$ cat src/rtl/alu_pkg.sv
// Shared definitions for the ALU request scheduler: opcodes, flag indices,
// opcode legality and the scheduler state encoding.
package alu_pkg;

    localparam int unsigned ALU_DATA_W = 8;
    localparam int unsigned ALU_FLAG_W = 7;
    localparam int unsigned ALU_SEL_W  = 8;

    localparam logic [ALU_SEL_W-1:0] OP_ADD  = 8'h01;
    localparam logic [ALU_SEL_W-1:0] OP_SUB  = 8'h02;
    localparam logic [ALU_SEL_W-1:0] OP_MUL  = 8'h03;
    localparam logic [ALU_SEL_W-1:0] OP_DIV  = 8'h04;
    localparam logic [ALU_SEL_W-1:0] OP_INC  = 8'h05;
    localparam logic [ALU_SEL_W-1:0] OP_DEC  = 8'h06;
    localparam logic [ALU_SEL_W-1:0] OP_MOD  = 8'h07;
    localparam logic [ALU_SEL_W-1:0] OP_SHL  = 8'h08;
    localparam logic [ALU_SEL_W-1:0] OP_SHR  = 8'h09;
    localparam logic [ALU_SEL_W-1:0] OP_AND  = 8'h0A;
    localparam logic [ALU_SEL_W-1:0] OP_NAND = 8'h0B;
    localparam logic [ALU_SEL_W-1:0] OP_NOR  = 8'h0D;
    localparam logic [ALU_SEL_W-1:0] OP_NOT  = 8'h0E;
    localparam logic [ALU_SEL_W-1:0] OP_OR   = 8'h0F;
    localparam logic [ALU_SEL_W-1:0] OP_XNOR = 8'h10;
    localparam logic [ALU_SEL_W-1:0] OP_XOR  = 8'h11;

    localparam int unsigned FLG_ZERO   = 0;
    localparam int unsigned FLG_CARRY  = 1;
    localparam int unsigned FLG_SIGN   = 2;
    localparam int unsigned FLG_PARITY = 3;
    localparam int unsigned FLG_INT    = 4;
    localparam int unsigned FLG_DIR    = 5;
    localparam int unsigned FLG_OVF    = 6;

    typedef enum logic [1:0] {
        IDLE = 2'd0,
        EXEC = 2'd1,
        RESP = 2'd2
    } state_t;

    // 0x0C is a hole in the opcode map; 0x00 and everything above 0x11 are unused.
    function automatic logic is_legal_op(input logic [ALU_SEL_W-1:0] op);
        return ((op >= OP_ADD) && (op <= OP_NAND)) || ((op >= OP_NOR) && (op <= OP_XOR));
    endfunction

endpackage

$ cat src/rtl/rr_arb2.sv
// Two-way round-robin arbiter: a lone requester always wins, on contention
// the requester that did not win last time is chosen.
module rr_arb2 (
    input  logic [1:0] valid,
    input  logic       last_grant,
    output logic [1:0] grant_c
);

    always_comb begin
        grant_c = valid;
        if (valid == 2'b11) begin
            grant_c = last_grant ? 2'b01 : 2'b10;
        end
    end

endmodule

$ cat src/rtl/alu_req_scheduler.sv
// Shares one combinational ALU between two requesters: arbitrates, holds the ALU
// inputs for EXEC_CYCLES cycles, returns result/flags and owns the flags register.
module alu_req_scheduler
    import alu_pkg::*;
#(
    parameter int unsigned DATA_W      = ALU_DATA_W,
    parameter int unsigned FLAG_W      = ALU_FLAG_W,
    parameter int unsigned SEL_W       = ALU_SEL_W,
    parameter int unsigned EXEC_CYCLES = 1
) (
    input  logic              clk,
    input  logic              reset,
    input  logic              req0_valid,
    output logic              req0_ready,
    input  logic [SEL_W-1:0]  req0_op,
    input  logic [DATA_W-1:0] req0_a,
    input  logic [DATA_W-1:0] req0_b,
    input  logic              req1_valid,
    output logic              req1_ready,
    input  logic [SEL_W-1:0]  req1_op,
    input  logic [DATA_W-1:0] req1_a,
    input  logic [DATA_W-1:0] req1_b,
    output logic              rsp_valid,
    input  logic              rsp_ready,
    output logic              rsp_id,
    output logic [DATA_W-1:0] rsp_result,
    output logic [FLAG_W-1:0] rsp_flags,
    output logic              rsp_err,
    output logic [DATA_W-1:0] alu_operand1,
    output logic [DATA_W-1:0] alu_operand2,
    output logic [SEL_W-1:0]  alu_sel,
    input  logic [DATA_W-1:0] alu_result,
    input  logic [FLAG_W-1:0] alu_flags,
    output logic [FLAG_W-1:0] flags_q
);

    localparam int unsigned      CNT_W    = 2;
    localparam logic [CNT_W-1:0] CNT_LAST = CNT_W'(EXEC_CYCLES - 1);

    state_t            state;
    logic [CNT_W-1:0]  cnt;
    logic              last_grant;
    logic [1:0]        grant_c;
    logic              pick_c;
    logic [SEL_W-1:0]  pick_op_c;
    logic [DATA_W-1:0] pick_a_c;
    logic [DATA_W-1:0] pick_b_c;
    logic              pick_err_c;
    logic              fire_c;

    rr_arb2 u_arb (
        .valid      ({req1_valid, req0_valid}),
        .last_grant (last_grant),
        .grant_c    (grant_c)
    );

    // Ready is only offered while idle; gated by reset so nothing looks accepted during it.
    assign fire_c     = !reset && (state == IDLE) && (grant_c != 2'b00);
    assign req0_ready = fire_c && grant_c[0];
    assign req1_ready = fire_c && grant_c[1];

    assign pick_c    = grant_c[1];
    assign pick_op_c = pick_c ? req1_op : req0_op;
    assign pick_a_c  = pick_c ? req1_a  : req0_a;
    assign pick_b_c  = pick_c ? req1_b  : req0_b;

    // Illegal opcodes and division by zero never reach the ALU.
    assign pick_err_c = !is_legal_op(ALU_SEL_W'(pick_op_c))
                     || (((pick_op_c == SEL_W'(OP_DIV)) || (pick_op_c == SEL_W'(OP_MOD)))
                         && (pick_b_c == '0));

    // rsp_ready belongs to the requester named by rsp_id; it arrives here already routed.
    always_ff @(posedge clk or posedge reset) begin
        if (reset) begin
            state        <= IDLE;
            cnt          <= '0;
            last_grant   <= 1'b1;
            rsp_valid    <= 1'b0;
            rsp_id       <= 1'b0;
            rsp_result   <= '0;
            rsp_flags    <= '0;
            rsp_err      <= 1'b0;
            alu_operand1 <= '0;
            alu_operand2 <= '0;
            alu_sel      <= '0;
            flags_q      <= '0;
        end else begin
            case (state)
                IDLE: begin
                    if (fire_c) begin
                        last_grant <= pick_c;
                        rsp_id     <= pick_c;
                        if (pick_err_c) begin
                            rsp_valid  <= 1'b1;
                            rsp_err    <= 1'b1;
                            rsp_result <= '0;
                            rsp_flags  <= '0;
                            state      <= RESP;
                        end else begin
                            alu_sel      <= pick_op_c;
                            alu_operand1 <= pick_a_c;
                            alu_operand2 <= pick_b_c;
                            cnt          <= '0;
                            state        <= EXEC;
                        end
                    end
                end
                EXEC: begin
                    cnt <= cnt + CNT_W'(1);
                    if (cnt == CNT_LAST) begin
                        rsp_result   <= alu_result;
                        rsp_flags    <= alu_flags;
                        rsp_err      <= 1'b0;
                        rsp_valid    <= 1'b1;
                        alu_sel      <= '0;
                        alu_operand1 <= '0;
                        alu_operand2 <= '0;
                        state        <= RESP;
                    end
                end
                RESP: begin
                    if (rsp_ready) begin
                        rsp_valid <= 1'b0;
                        if (!rsp_err) begin
                            flags_q <= rsp_flags;
                        end
                        state <= IDLE;
                    end
                end
                default: state <= IDLE;
            endcase
        end
    end

endmodule
$ cat config.mk
export PLATFORM = sky130hd
export DESIGN_NAME = alu_req_scheduler
export DESIGN_NICKNAME = d
export VERILOG_FILES = /design/src/rtl/alu_pkg.sv /design/src/rtl/rr_arb2.sv /design/src/rtl/alu_req_scheduler.sv
export SDC_FILE = /design/constraint.sdc
export NUM_CORES = 1
export LEC_CHECK = 0
export ABC_AREA = 1
export BUFFER_PORTS_ARGS = -buffer_cell sky130_fd_sc_hd__buf_2
export CORE_ASPECT_RATIO = 2
export CORE_MARGIN = 4
export CORE_UTILIZATION = 43
export DETAILED_ROUTE_END_ITERATION = 8
export GPL_TIMING_DRIVEN = 0
export PLACE_DENSITY = 0.79
export SYNTH_ARGS = -nofsm -noshare
export SYNTH_HDL_FRONTEND = slang
export SYNTH_SLANG_ARGS = --single-unit
export TNS_END_PERCENT = 5
$ cat constraint.sdc
create_clock -name clk -period 2.3 [get_ports clk]
set_clock_uncertainty 0.2 [all_clocks]
set_input_delay 0.23 -clock clk [delete_from_list [all_inputs] [get_ports clk]]
set_output_delay 0.23 -clock clk [all_outputs]
set_load 0.03 [all_outputs]
==> flow_summary.ini, run 1 <==
[logic_synthesis]
ys_seq_area_share_pct = 47.4
yosysWarnings = 0
synth_area_per_cell_um2 = 7.71
syn-cell-area_um2 = 2850
ys_ff_latch = 54
syn-num-nets = 439
postSynthCellCount = 370
synth.distinct_cells = 25

[clocking]
clockBufferDepth = 2
clkLatencyLatePin_ps = 290
cts_tree = done
cts_buffers = 5
cts.root.buffer_cell = clkbuf_16
cts_sinks = 54
h-tree-depth = 2
cts.clk_slew.worst_paths_ps = 70

[worst_hold_path]
hold_path.class = in2reg

[power_and_ir_drop]
combPwrFrac_pct = 56.3
p_int_w = 0.00288
clockPowerShare_pct = 15.0
power_w = 0.00544
p_sw_w = 0.00256
power_density_nw_per_um2 = 1320
seq_power_share_pct = 28.7
peakVddDrop_mv = 0.450
p_leak_nw = 2.39
switching_share_pct = 47.0

[die]
die_area_um2 = 8080
die_h_um = 123
die_x_um = 65.6
ioPinCount = 119
rows = 41
core_um2 = 6360
initial_core_util_pct = 44.8

[sta]
worstMarginPinSlew_ps = 657
holdWs_ps = 35.3
min_period_ps = 2210
rsz0062_at_grt = yes
fmax_ghz = 0.452
hold_viol_final = 0
worst_slack_ps = 85.4
slew_headroom_pct = 56.0
drv_slew = 0
fin_crit_sh_pct = 96.3
setup_viol = 0

[worst_setup_path]
r2r_slack_ps = 90
slowest_delay_ps = 560
slowest_stage = dfstp_2
crit_family = simple AND/OR/NAND/NOR gates
critical_path_class = reg2reg
cp_num_buf_inv = 2
crit_fanout = 10
cp.required_ps = 2280
cp.arrival_ps = 2200
cp-start-kind = flop
path_cells = nand2_4 > buf_4 > nand3b_1 > nand2_2 > a21oi_1 > nor2_2 > nor2_4 > nand2_2 > nand2_4 > nand2_4 > buf_6 > nand2_1 > nand2_1
critPathCaptureType = flop
crit_top_cell = nand2_4

[global_route]
first_global_vias = 2956
grt_max_degree = 28
antenna_found_initial = 0
grt_pass1_wl_um = 13300
gr-total-overflow = 0
grt.total_usage_pct = 21.1

[routing]
drc = 0
wire_per_inst_um = 13.6
drtAntennaViolNets = 0
via_count = 2966
first_pass_iters = 4
drtIter0Drc = 140
wl_um = 8340
vias_per_cell = 4.85

[placed_design]
hpwl_um = 6080
port_buffers = 117
place_inst = 573
pre_cts_ws_ps = -681
gp_congestion = 0.864

[cells_and_area]
n_antenna_cell = 0
nNetsFinal = 593
drive_gt1_share_pct = 36.4
area_delta_synth_final_pct = 44.5
instances_no_fill = 611

[job]
maxCapViolations = 0

[outcome]
status = finished, final reports clean
path summary, 6_finish.rpt:
path,start,end,depth (start not counted)
max in group asynchronous,reset,rsp_result[5]$_DFFE_PP0P_,5
worst max-delay path,last_grant$_DFFE_PP1P_,alu_operand1[4]$_DFFE_PP0P_,13
worst min register to register,rsp_valid$_DFFE_PP0P_,rsp_valid$_DFFE_PP0P_,2
worst max register to register,last_grant$_DFFE_PP1P_,alu_operand1[4]$_DFFE_PP0P_,13
worst min-delay path,rsp_ready,state[1]$_DFFE_PP0P_,4
min in group asynchronous,reset,alu_operand1[1]$_DFFE_PP0P_,3
worst reg2reg max path, stage by stage (launching register included):
cell and delay [ps]:
dfstp_2 560, nand2_4 90, buf_4 190, nand3b_1 100
nand2_2 90, a21oi_1 180, nor2_2 70, nor2_4 120
nand2_2 80, nand2_4 100, nand2_4 70, buf_6 140
nand2_1 60, nand2_1 50
layer usage:
| layer | share of wire, % | GRT usage [%] | up-vias |
|---|---|---|---|
| met5 | 0 | 0 | - |
| li1 | - | - | 1474 |
| met3 | 4.3 | 2.36 | 12 |
| met2 | 56 | 40.8 | 88 |
| met1 | 37 | 22.3 | 1392 |
| met4 | 2.7 | 8.96 | 0 |
Yosys cell counts:
library cell / instances / area share, %
inv_1: 23 / 3.0
nand3_1: 49 / 8.6
buf_2: 6 / 1.1
buf_6: 5 / 2.0
nand3b_1: 5 / 1.3
buf_4: 3 / 0.79
a21boi_0: 3 / 0.79
nor2_1: 23 / 3.0
nand2_2: 4 / 0.88
nand2_4: 4 / 1.6
ha_1: 1 / 0.44
mux2_2: 7 / 2.8
inv_2: 3 / 0.39
nand2_1: 148 / 19
a21oi_1: 17 / 3.0
dfstp_2: 1 / 0.92
o211ai_2: 1 / 0.44
nor3_1: 1 / 0.18
nand3_2: 1 / 0.35
nor3b_4: 1 / 0.66
dfrtp_1: 53 / 47
clkbuf_1: 4 / 0.53
o21ai_0: 3 / 0.53
o21ai_1: 2 / 0.35
nor2_2: 2 / 0.44
per-stage QoR:
step                setup TNS [ps]  util, %  cell area, um2
global route                 -86.0     64.8            4120
finish                           0     64.8            4120
detailed placement          -26190     55.8            3550
global placement            -22560     55.8            3550
floorplan                        0        -            2860
CTS                              0     61.8            3930
power groups by stage:
stage | combinational [W] | clock, W | sequential, W
3_3_place_gp | 0.00274 | 0 | 0.00156
2_1_floorplan | 0.00135 | 0 | 0.00221
5_1_grt | 0.00334 | 0.000871 | 0.00161
4_1_cts | 0.00290 | 0.000834 | 0.00156
6_report | 0.00307 | 0.000816 | 0.00156
3_5_place_dp | 0.00279 | 0 | 0.00158
flip-flops by register name, indices dropped and copies added (netlist names):
register,count
rsp_result,8
rsp_id,1
state,2
rsp_flags,7
rsp_valid,1
last_grant,1
alu_operand2,8
cnt,2
alu_sel,8
flags_q,7
rsp_err,1
alu_operand1,8
repair_timing:
action                                  CTS  global route
endpoints found under the setup margin   47            37
gates cloned                              1             2
pin swaps                                 2             4
buffers inserted                          3             5
hold buffers                             17             1
resized for setup                         4            20
endpoints found under the hold margin    41            13
cells by family (layout without fill, tap and decap cells):
family,count (synthesis),count (layout),share of synthesized area (%)
AND/OR/NAND/NOR,238,238,36.5
AO/OA/AOI/OAI,26,26,5.09
buffers and inverters,44,199,7.77
flip-flops,54,54,47.4
adder cells (fa/ha/maj),1,1,0.439
multiplexers,7,7,2.76
layout by cell type, fill, tap and decap left out, types with 7 or more instances in the layout:
cell type	instances
clkbuf_16	7
nand2_2	7
nor2_1	19
nand2_1	144
a21oi_1	17
dfrtp_1	53
nand3_1	47
buf_2	121
dlygate4sd3_1	17
mux2_2	7
buf_4	11
inv_1	22
final cells by class:
class	instances	area, um2
plain buffers	18	138
clock buffers	8	166
fillers	592	2240
inverters	26	101
multi-input cells	272	1340
flip-flops and latches	54	1350
well taps	86	108
repair buffers	146	913
repair inverters	1	5.00
Power figures use the tool's default switching activity.
==> run 2, diff against run 1 <==
--- a/config.mk
+++ b/config.mk
@@ -6,7 +6,7 @@
 export NUM_CORES = 1
 export LEC_CHECK = 0
 export ABC_AREA = 1
-export BUFFER_PORTS_ARGS = -buffer_cell sky130_fd_sc_hd__buf_2
+export BUFFER_PORTS_ARGS = -buffer_cell sky130_fd_sc_hd__clkbuf_2
 export CORE_ASPECT_RATIO = 2
 export CORE_MARGIN = 4
 export CORE_UTILIZATION = 43
==> run 2 against run 1 <==
Against the previous run:
- setup slack gained 30 ps
- final area is the same
- non-clock buffer count stayed put
- via count decreased by 0.91%
- die area did not move
- sequential power about the same
==> flow_summary.ini, run 2 (synthesis results as in run 1) <==
[global_route]
grt_pass1_wl_um = 13100
grt.total_usage_pct = 21.5
grt_max_degree = 28
first_global_vias = 2840
gr-total-overflow = 0
antenna_found_initial = 0

[placed_design]
place_area_um2 = 3550
port_buffers = 117
place_inst = 573
gp_congestion = 0.876
hpwl_um = 6170

[clocking]
clkLatencyLatePin_ps = 300
cts.root.buffer_cell = clkbuf_16
cts_sinks = 54
h-tree-depth = 2
cts_tree = done
cts_buffers = 5
clockBufferDepth = 2
cts.clk_slew.worst_paths_ps = 70

[power_and_ir_drop]
seq_power_share_pct = 28.8
peakVddDrop_mv = 0.409
switching_share_pct = 47.1
combPwrFrac_pct = 55.8
p_leak_nw = 2.37
power_density_nw_per_um2 = 1330
p_int_w = 0.00290
clockPowerShare_pct = 15.4
p_sw_w = 0.00258

[routing]
first_pass_iters = 4
vias_per_cell = 4.81
via_count = 2939
drtAntennaViolNets = 0
wl_um = 8450
drc = 0
wire_per_inst_um = 13.8
drtIter0Drc = 135

[sta]
fmax_ghz = 0.458
holdWs_ps = 33.3
slew_headroom_pct = 58.3
drv_slew = 0
rsz0062_at_grt = yes
fin_crit_sh_pct = 95.0
hold_viol_final = 0
setup_viol = 0
min_period_ps = 2180
worstMarginPinSlew_ps = 624

[worst_setup_path]
rr_endpoint = alu_operand2[7]$_DFFE_PP0P_
critPathCaptureType = flop
cp.arrival_ps = 2170
cp-start-kind = flop
r2r_slack_ps = 120
crit_fanout = 10
ff2ff_path_depth = 15
critical_path_class = reg2reg
cp.required_ps = 2290
r2r-start = last_grant$_DFFE_PP1P_

[cells_and_area]
area_delta_synth_final_pct = 44.5
instances_no_fill = 611
final_cell_mix = nand2_1, clkbuf_2, dfrtp_1, nand3_1, inv_1
drive_gt1_share_pct = 36.6
nNetsFinal = 593
fin_area_um2 = 4120
final_common_cell = nand2_1
n_antenna_cell = 0

[die]
initial_core_util_pct = 44.8
rows = 41
die_x_um = 65.6
die_h_um = 123
die_area_um2 = 8080
core_um2 = 6360
ioPinCount = 119

[worst_hold_path]
whs_endpoint = state[1]$_DFFE_PP0P_
min_path_cells = 4
hold_path.class = in2reg
hp-start = rsp_ready

[outcome]
status = finished, final reports clean

[job]
maxCapViolations = 0
-- run 2: cell types whose count changed in the layout (fill, tap and decap cells not counted), sizes merged --
cell    change
bufinv      +1
buf       -115
clkbuf    +112
clkinv      +2
-- run 2: worst max-delay path by stage --
stage | start | end | slack, ps | cells past startpoint
floorplan | reset | rsp_flags[0]$_DFFE_PP0P_ | 50 | 9
global placement | reset | rsp_result[5]$_DFFE_PP0P_ | -610 | 9
detailed placement | reset | rsp_result[1]$_DFFE_PP0P_ | -690 | 9
CTS | last_grant$_DFFE_PP1P_ | alu_sel[1]$_DFFE_PP0P_ | 6 | 13
global route | last_grant$_DFFE_PP1P_ | alu_operand2[7]$_DFFE_PP0P_ | -20 | 14
finish | last_grant$_DFFE_PP1P_ | alu_operand2[7]$_DFFE_PP0P_ | 120 | 15
-- run 2: final cells by class --
class                   instances  area, um2
inverters                      26        101
repair buffers                146        905
fillers                       562       2240
clock inverters                 3       40.0
multi-input cells             272       1340
flip-flops and latches         54       1350
repair inverters                1       7.51
plain buffers                  18        146
well taps                      86        108
clock buffers                   5        125
-- run 2: through the flow --
step           util, %  power [W]  setup TNS (ps)  setup slack (ps)
5_1_grt           64.8    0.00587            -100             -15.2
2_1_floorplan        -    0.00355               0              48.1
3_5_place_dp      55.8    0.00438          -26260              -695
4_1_cts           61.7    0.00531               0              5.59
3_3_place_gp      55.8    0.00430          -22620              -615
6_report          64.8    0.00548               0               115
-- run 2: repair_timing --
action / CTS / global route
setup endpoints to repair: 47 / 38
setup buffers: 2 / 7
hold buffers: 17 / 1
pin swaps: 1 / 12
gates resized for setup: 2 / 27
endpoints found under the hold margin: 41 / 27
cloned: 1 / 2
-- run 2: power by group through the flow --
| stage | clock network (W) | logic, W | registers, W |
|---|---|---|---|
| after floorplan | 0 | 0.00135 | 0.00221 |
| after global placement | 0 | 0.00273 | 0.00157 |
| after detailed placement | 0 | 0.00279 | 0.00159 |
| after CTS | 0.000866 | 0.00287 | 0.00157 |
| after global routing | 0.000909 | 0.00334 | 0.00162 |
| final | 0.000842 | 0.00306 | 0.00158 |
-- run 2: critical path, stage by stage (launching register included) --
cell and delay [ps]:
dfstp_2 560, nand2_4 90, nand2_8 120, buf_6 130
nand2_1 70, nand2_2 60, nand2_1 80, nand2_1 90
nor2_2 50, nor2_4 120, nand2_2 70, nand2_4 110
nand2_4 80, buf_8 140, nand2_1 60, nand2_1 50
-- run 2: per-layer routing --
metal	up-vias	global-route usage, %	wire length (um)
met2	99	41.4	4830
met4	0	11.6	289
met3	19	3.73	433
li1	1474	-	-
met1	1347	20.8	2900
met5	-	0	0
